--- src/rtl/fnd_scan_ctrl.sv ---
// ---------------------------------------------------------------------------
// fnd_scan_ctrl
//
// Self-scanning 7-segment (FND) display controller.
//
// A binary value is loaded with a one-cycle strobe and converted to BCD
// sequentially using shift-add-3 (double dabble). The result is committed
// atomically to a display register. The controller then time-multiplexes
// N_DIGITS digits using its own scan prescaler. It drives active-low
// segment and common lines.
//
// Optional feature macro: FND_LZ_BLANK_EN
//   defined   : leading-zero blanking. Digit 0 is never blanked, and the
//               decimal point is still honoured on blanked digits.
//   undefined : every digit always shows its nibble.
//
// Parameters
//   N_DIGITS : digits scanned (1..8)
//   IN_W     : binary input width (1..27)
//   CLK_HZ   : clk frequency
//   SCAN_HZ  : digit-advance rate (CLK_HZ/SCAN_HZ >= 2)
//
// Ports
//   clk       in   1         system clock, rising edge
//   reset     in   1         asynchronous active-high reset
//   in_val    in   IN_W      unsigned binary value to display
//   in_valid  in   1         load strobe, honoured only while idle
//   dp_sel    in   N_DIGITS  live decimal-point select, bit i -> digit i
//   busy      out  1         conversion in progress
//   overflow  out  1         displayed value was saturated to all nines
//   fnd_com   out  N_DIGITS  active-low digit enables (one-hot-low)
//   fnd_data  out  8         active-low segments {dp,g,f,e,d,c,b,a}
// ---------------------------------------------------------------------------
module fnd_scan_ctrl #(
  parameter int N_DIGITS = 4,
  parameter int IN_W     = 14,
  parameter int CLK_HZ   = 100_000_000,
  parameter int SCAN_HZ  = 1000
) (
  input  logic                clk,
  input  logic                reset,
  input  logic [IN_W-1:0]     in_val,
  input  logic                in_valid,
  input  logic [N_DIGITS-1:0] dp_sel,
  output logic                busy,
  output logic                overflow,
  output logic [N_DIGITS-1:0] fnd_com,
  output logic [7:0]          fnd_data
);

  // -------------------------------------------------------------------------
  // Derived constants
  // -------------------------------------------------------------------------
  localparam int DIV   = CLK_HZ / SCAN_HZ;
  localparam int PRE_W = (DIV > 1) ? $clog2(DIV) : 1;
  localparam int IDX_W = (N_DIGITS > 1) ? $clog2(N_DIGITS) : 1;
  localparam int CNT_W = (IN_W > 1) ? $clog2(IN_W) : 1;
  localparam int BCD_W = 4 * N_DIGITS;

  // Largest value representable in N_DIGITS decimal digits, 10^N - 1.
  // This is evaluated in 32 bits, which holds up to 10^8 - 1 and any 27-bit input.
  function automatic logic [31:0] max_decimal(input int n);
    logic [31:0] p;
    p = 32'd1;
    for (int i = 0; i < n; i++) begin
      p = p * 32'd10;
    end
    return p - 32'd1;
  endfunction

  localparam logic [31:0]      MAX_VAL = max_decimal(N_DIGITS);
  localparam logic [BCD_W-1:0] NINES   = {N_DIGITS{4'h9}};

  // Active-low segment pattern for one nibble. The dp bit is left high here
  // and overridden later from dp_sel.
  function automatic logic [7:0] seg7(input logic [3:0] nib);
    logic [7:0] s;
    case (nib)
      4'd0:    s = 8'hC0;
      4'd1:    s = 8'hF9;
      4'd2:    s = 8'hA4;
      4'd3:    s = 8'hB0;
      4'd4:    s = 8'h99;
      4'd5:    s = 8'h92;
      4'd6:    s = 8'h82;
      4'd7:    s = 8'hF8;
      4'd8:    s = 8'h80;
      4'd9:    s = 8'h90;
      default: s = 8'hFF;
    endcase
    return s;
  endfunction

  // -------------------------------------------------------------------------
  // Conversion state
  // -------------------------------------------------------------------------
  typedef enum logic [1:0] {
    IDLE   = 2'd0,
    SHIFT  = 2'd1,
    COMMIT = 2'd2
  } state_t;

  state_t             state_reg;
  logic [IN_W-1:0]    bin_reg;       // binary shift register
  logic [BCD_W-1:0]   bcd_reg;       // BCD accumulator
  logic [CNT_W-1:0]   cnt_reg;       // remaining SHIFT cycles minus one
  logic               ovf_pend_reg;  // saturation decision for the pending value
  logic [BCD_W-1:0]   disp_reg;      // value currently on the display
  logic               overflow_reg;
  logic               busy_reg;

  logic [BCD_W-1:0]   bcd_adj;
  logic [BCD_W-1:0]   bcd_shift;
  logic [IN_W-1:0]    bin_shift;
  logic [BCD_W-1:0]   disp_next;
  logic               ovf_in;

  // Add 3 to every nibble that is 5 or more, so the following shift carries
  // correctly into the next decade.
  for (genvar gi = 0; gi < N_DIGITS; gi++) begin : g_adj
    assign bcd_adj[4*gi +: 4] = (bcd_reg[4*gi +: 4] >= 4'd5) ?
                                (bcd_reg[4*gi +: 4] + 4'd3) :
                                bcd_reg[4*gi +: 4];
  end

  // Shift {bcd,bin} left by one. Anything leaving the top nibble is lost,
  // which only happens for values that are saturated anyway.
  assign bcd_shift = {bcd_adj[BCD_W-2:0], bin_reg[IN_W-1]};
  assign bin_shift = bin_reg << 1;

  assign ovf_in = (32'(in_val) > MAX_VAL);

  // The display register changes only in COMMIT. The scan path below reads
  // this look-ahead value, so a commit landing on a tick edge already shows
  // the new digit.
  always_comb begin
    disp_next = disp_reg;
    if (state_reg == COMMIT) begin
      disp_next = ovf_pend_reg ? NINES : bcd_reg;
    end
  end

  always_ff @(posedge clk or posedge reset) begin
    if (reset) begin
      state_reg    <= IDLE;
      bin_reg      <= '0;
      bcd_reg      <= '0;
      cnt_reg      <= '0;
      ovf_pend_reg <= 1'b0;
      disp_reg     <= '0;
      overflow_reg <= 1'b0;
      busy_reg     <= 1'b0;
    end else begin
      disp_reg <= disp_next;
      case (state_reg)
        IDLE: begin
          if (in_valid) begin
            bin_reg      <= in_val;
            bcd_reg      <= '0;
            cnt_reg      <= CNT_W'(IN_W - 1);
            ovf_pend_reg <= ovf_in;
            busy_reg     <= 1'b1;
            state_reg    <= SHIFT;
          end
        end
        SHIFT: begin
          // The number of cycles is fixed at IN_W regardless of the value,
          // so the latency is identical for saturated inputs.
          bcd_reg <= bcd_shift;
          bin_reg <= bin_shift;
          cnt_reg <= cnt_reg - CNT_W'(1);
          if (cnt_reg == '0) begin
            state_reg <= COMMIT;
          end
        end
        COMMIT: begin
          overflow_reg <= ovf_pend_reg;
          busy_reg     <= 1'b0;
          state_reg    <= IDLE;
        end
        default: begin
          state_reg <= IDLE;
        end
      endcase
    end
  end

  // -------------------------------------------------------------------------
  // Scan prescaler and digit index
  // -------------------------------------------------------------------------
  logic [PRE_W-1:0] pre_reg;
  logic [IDX_W-1:0] idx_reg;
  logic [IDX_W-1:0] idx_next;
  logic             tick;

  assign tick = (pre_reg == PRE_W'(DIV - 1));

  always_comb begin
    idx_next = idx_reg;
    if (tick) begin
      idx_next = (idx_reg == IDX_W'(N_DIGITS - 1)) ? '0 : idx_reg + IDX_W'(1);
    end
  end

  // -------------------------------------------------------------------------
  // Digit data selection
  // -------------------------------------------------------------------------
  logic [3:0]          nib_next [N_DIGITS];
  logic [N_DIGITS-1:0] blank;

  for (genvar gi = 0; gi < N_DIGITS; gi++) begin : g_nib
    assign nib_next[gi] = disp_next[4*gi +: 4];
  end

`ifdef FND_LZ_BLANK_EN
  // Digit i is blanked when it and every more significant nibble are zero.
  // Digit 0 always shows, so the value 0 reads as "0".
  for (genvar gi = 0; gi < N_DIGITS; gi++) begin : g_blank
    if (gi == 0) begin : g_first
      assign blank[gi] = 1'b0;
    end else begin : g_upper
      assign blank[gi] = (disp_next[BCD_W-1:4*gi] == '0);
    end
  end
`else
  assign blank = '0;
`endif

  logic [7:0]          seg_next;
  logic [7:0]          data_next;
  logic [N_DIGITS-1:0] com_next;

  always_comb begin
    seg_next  = blank[idx_next] ? 8'hFF : seg7(nib_next[idx_next]);
    // dp_sel is sampled live every cycle and also applies to blanked digits.
    data_next = {~dp_sel[idx_next], seg_next[6:0]};
    com_next  = ~(N_DIGITS'(1) << idx_next);
  end

  logic [N_DIGITS-1:0] fnd_com_reg;
  logic [7:0]          fnd_data_reg;

  // Common and segment lines are registered from the same look-ahead
  // index, so they always change on the same edge.
  always_ff @(posedge clk or posedge reset) begin
    if (reset) begin
      pre_reg      <= '0;
      idx_reg      <= '0;
      fnd_com_reg  <= ~N_DIGITS'(1);
      fnd_data_reg <= 8'hC0;
    end else begin
      pre_reg      <= tick ? '0 : pre_reg + PRE_W'(1);
      idx_reg      <= idx_next;
      fnd_com_reg  <= com_next;
      fnd_data_reg <= data_next;
    end
  end

  assign busy     = busy_reg;
  assign overflow = overflow_reg;
  assign fnd_com  = fnd_com_reg;
  assign fnd_data = fnd_data_reg;

endmodule

--- config.mk ---
export PLATFORM = sky130hd
export DESIGN_NAME = fnd_scan_ctrl
export DESIGN_NICKNAME = d
export VERILOG_FILES = /design/src/rtl/fnd_scan_ctrl.sv
export SDC_FILE = /design/constraint.sdc
export NUM_CORES = 1
export LEC_CHECK = 0
export BUFFER_PORTS_ARGS = -buffer_cell sky130_fd_sc_hd__buf_4
export CAP_MARGIN = 20
export CORE_ASPECT_RATIO = 1.4
export CORE_UTILIZATION = 62
export CTS_BUF_LIST = sky130_fd_sc_hd__clkbuf_8
export CTS_CLUSTER_DIAMETER = 60
export DETAILED_ROUTE_END_ITERATION = 8
export PLACE_DENSITY = 0.91
export SLEW_MARGIN = 20
export SYNTH_ARGS = -nofsm -noshare
export SYNTH_HDL_FRONTEND = slang
export SYNTH_SLANG_ARGS = --single-unit
--- constraint.sdc ---
create_clock -name clk -period 4.3 [get_ports clk]
set_input_delay 0.86 -clock clk [delete_from_list [all_inputs] [get_ports clk]]
set_output_delay 0.86 -clock clk [all_outputs]
set_load 0.02 [all_outputs]
== Word-level counts from Yosys, hierarchy flattened ==
Memories as Yosys holds them, arrays and structs flattened. A register that Yosys moved wholly into a read port is not among the register bits.
Index checks and enable logic that the tools add are counted.

* Reductions and logical operators: 8
* $add $sub $neg: 7
* Shift operators: 1
* Bitwise logic cells: 3
* Equality and inequality tests: 6
* $lt $le $gt $ge: 7
* Muxes and demuxes: 28

{| class="wikitable"
|+ Operators by type and width
! operator !! count
|-
| $mux W16 || 3
|-
| $pmux W16 S2 || 1
|-
| $pmux W14 S2 || 1
|-
| $mux W4 || 6
|-
| $add A17 B1 Y17 const B || 1
|-
| $eq A17 B17 Y1 const B || 1
|-
| $mux W17 || 1
|-
| $ge A4 B3 Y1 const B || 4
|-
| $gt A14 B14 Y1 const B || 1
|-
| $mux W14 || 1
|-
| $add A4 B2 Y4 const B || 3
|-
| $bmux W4 S2 || 1
|-
| $mux W2 || 4
|-
| $pmux W4 S2 || 1
|-
| $reduce_and A2 Y1 || 4
|-
| $mux W7 || 1
|-
| $bmux W1 S2 || 2
|-
| $eq A2 B2 Y1 const B || 2
|-
| $logic_not A4 Y1 || 1
|-
| $ne A2 B2 Y1 const B || 2
|-
| $not A4 Y4 || 1
|-
| $pmux W2 S2 || 1
|-
| $reduce_bool A2 Y1 || 2
|-
| $shl A1 B2 Y4 const A || 1
|-
| 12 further kinds || 14
|}

* Output and inout port bits: 14
* ROM bits: 112
* Input port bits: 21
* Register bits: 86
* Memories: 1

{| class="wikitable"
|+ Memories
! name !! depth !! width !! rd ports !! clocked after memory_dff !! wr ports !! RTL line !! text
|-
| (name not given) || 16 || 7 || 1 || 1 || 0 || 78 || <nowiki>case (nib)</nowiki>
|}

== Depth between registers and ports, before layout ==
* Depth in word-level cells: 7
* Mapped depth: 12

== Worst setup path before layout ==
OpenSTA, ideal clock, no wires.

* Path kind: register to register
* Start point: register pre_reg[12]
* End point: register fnd_data_reg[4] (netlist: fnd_data[4])
* Data arrival time: 2.991 ns
* Slack: 1.183 ns
* Setup time: 0.126 ns
* Clock period less this slack: 3.117 ns
* Cell stages (with the launch flop): 9
* Cell sequence: dfrtp_1 or4b_4 nor4_4 mux2i_2 mux2_4 mux2i_2 ha_1 inv_1 o32a_1

* Cells in the longest elaborated chain, start to end: 6

{| class="wikitable"
|+ Ends and longest elaborated chain
! item !! RTL line !! text
|-
| start, declared || 191 || <nowiki>logic [PRE_W-1:0] pre_reg;</nowiki>
|-
| start signal, assigned || 252 || <nowiki>pre_reg <= tick ? '0 : pre_reg + PRE_W'(1);</nowiki>
|-
| $eq A17 B17 Y1 || 196 || <nowiki>assign tick = (pre_reg == PRE_W'(DIV - 1));</nowiki>
|-
| $mux W2 || 200 || <nowiki>if (tick) begin</nowiki>
|-
| $not A2 Y3 (implied by the code) || 234 || <nowiki>seg_next = blank[idx_next] ? 8'hFF : seg7(nib_next[idx_next]);</nowiki>
|-
| $bmux W4 S2 || 234 ||
|-
| $mux W4 (implied by the code) (2 in a row) || 234 ||
|-
| end, declared || 241 || <nowiki>logic [7:0] fnd_data_reg;</nowiki>
|}

No other way between the ends. The select of a mux whose other input is x is not followed.
A chain may end at the register's enable or synchronous reset.

== Worst setup path in the final report ==
* Start point: register pre_reg[12]
* End point: register fnd_data_reg[3] (netlist: fnd_data[3])

Same word-level chain as after synthesis.

==> reports/metrics.yaml <==
dieWidth_um: 73.3
syn_area_mm2: 0.00441
clock_sinks: 86
min_period_over_period_pct: 74.8
antenna_found_initial: 0
viasPerCell: 5.78
grt_max_degree: 58
routed_wl_um: 8450
root_buffer: "clkbuf_8"
setup_viol_count_final: 0
drv_cap: 0
cp-end-kind: "flip-flop"
tightest_slew_ns: 0.952
synth_ff_type: "dfrtp_1"
clk_latency_ns: 0.36
cts_hold_buf: 0
std_cell_rows: 36
synth-warning-count: 0
grt_pass1_vias: 3226
fmax_ghz: 0.311
post-route-util_pct: 70.9
core_mm2: 0.00694
cts_tree: "built"
final_common_cell: "dfrtp_1"
cts_made_buffers: 9
cp.arrival_ns: 3.50
top_usage_layer: "met2"
drc_errors: 0
rsz0062_at_grt: "false"
startpoint_type: "flip-flop"
report.final.slew_viol_count: 0
grt_util_met1_pct: 28.3
hold_slack_ns: 0.411
fp.dieArea_mm2: 0.00746
dp.cells: 539
routedWlPerCell_um: 15.2
powerDensity_mw_per_mm2: 568
vdd_drop_max_mv: 0.380
status: "finished clean"
grt_usage_pct: 25.3
ys_seq_area_share_pct: 49.0
avgSynthCellArea_um2: 10.4
clk_path_buf_depth: 2
crit_fanout: 7
routabilityCongestion: 0.833
diodes: 0
worstPathCellList: "or4b_4, nor4_4, mux2i_4, mux2i_2, inv_1, ha_1, nand2_1, o21ai_1, a21oi_1"
final-hold-violation-count: 0
final_cell_mix: "81 x dfrtp_1, 47 x nand2_1, 43 x o21ai_0"
async_flop_share_pct: 100
min-delay-path-class: "in2async"
grt_pass1_wl_um: 14200
max_stage_delay_ns: 0.58
drt_iter0_drc: 116
postCtsSetupBuffers: 0
largest_reg_flops: 17
fin_crit_ns: 3.21
vias: 3213
synth-edff-count: 0
use_met3_pct: 4.88
final_cells: 556
grt_util_met2_pct: 44.6
ctsResizeCount: 0
required_ns: 4.59
pin_count: 35
worstSetupPathType: "reg2reg"
dp_hpwl_um: 6150
drtPass1Iterations: 4
htree_levels: 3
synth_cell_type_count: 46
fin_setup_tns_ns: 0
critPathSlowestCell: "or4b_4"
final_area_mm2: 0.00492
place_area_mm2: 0.00474
clk_pin_slew_ns: 0.08
ant_nets: 0
port-buffer-count: 34
p_leak_nw: 2.30
synth_cells: 422
die_h_um: 102
slew_headroom_pct: 36.5
ys_ff_latch: 86
final_nets: 493
synth_fp_nets: 459
drive_gt1_share_pct: 19.7
skew_ns: 0.00711
globalRouteOverflowTotal: 0
initial_utilization_pct: 63.5
synthToLayoutAreaGrowth_pct: 11.6
-- layout make-up --
type                       count  area, µm²
timing repair buffer          41        320
sequential                    86       2160
clock buffer                   9        124
clock inverter                 7       41.3
inverter                      23       87.6
tap                           95        119
fill                         517       2020
multi-input combinational    295       2070
-- cells in the mapped netlist (5+ instances only) --
library cell  count  share of area, %
mux2_2            9               2.3
mux4_2            8               4.1
nand2b_1          6              0.85
dfstp_2           5               3.0
a21oi_1          24               2.7
o22ai_1           7              0.99
nand3_1           7              0.79
nor3_1            5              0.57
nor2_1           34               2.9
ha_1             16               4.5
nor2b_1          11               1.6
mux2i_1          19               4.3
xnor2_1          10               2.0
clkbuf_1         12               1.0
xor2_1            9               1.8
dfrtp_1          81                46
nand2_1          47               4.0
inv_1            23               2.0
o21ai_0          43               4.9
-- worst max-delay path: cells and delay by family, from the launching register on --
family          cells  cell delay, ns
mux                 2            0.89
buf+inv             1            0.15
simple gates        3            1.13
compound gates      2            0.21
fa+ha+maj           1            0.32
flops               1            0.45
-- path summary, 6_finish.rpt --
kind                                           to                   start  slack (ns)  depth (start not counted)
min                          pre_reg[7]$_DFF_PP0_                   reset        0.41                          2
min in group clk           bin_reg[4]$_DFFE_PP0P_  bin_reg[4]$_DFFE_PP0P_        0.49                          2
max                         fnd_data[3]$_DFF_PP0_   pre_reg[12]$_DFF_PP0_        1.09                          9
min reg2reg                bin_reg[4]$_DFFE_PP0P_  bin_reg[4]$_DFFE_PP0P_        0.49                          2
max reg2reg                 fnd_data[3]$_DFF_PP0_   pre_reg[12]$_DFF_PP0_        1.09                          9
max in group asynchronous    fnd_com[1]$_DFF_PP1_                   reset        2.92                          4
-- layer usage --
layer | up-vias | part of all wire (%) | wire [µm]
met3 | 15 | 3.4 | 288
met2 | 73 | 55 | 4640
met1 | 1597 | 40 | 3340
li1 | 1528 | - | -
met4 | 0 | 2.1 | 181
met5 | - | 0 | 0
-- where the power goes --
group | switching (mW) | internal [mW] | leakage (nW)
clock network | 0.287 | 0.205 | 0.0885
logic | 0.603 | 0.482 | 1.11
registers | 0.183 | 1.03 | 1.11
total | 1.07 | 1.72 | 2.30
-- logic make-up (layout without fill, tap and decap cells) --
family | Yosys count | count (layout) | synth area share, %
AO/OA/AOI/OAI | 85 | 85 | 10.5
adder cells (fa/ha/maj) | 16 | 16 | 4.54
buffers and inverters | 41 | 80 | 4.06
multiplexers | 42 | 42 | 12.8
flip-flops | 86 | 86 | 49.0
XOR/XNOR | 19 | 19 | 3.78
AND/OR/NAND/NOR | 133 | 133 | 15.4
-- through the flow --
stage	setup WS, ns	power, mW
after global routing	0.879	2.99
after global placement	1.21	2.22
final	1.09	2.79
after detailed placement	1.09	2.31
after floorplan	1.18	2.03
after CTS	1.07	2.80
(Power assumes the default switching activity.)
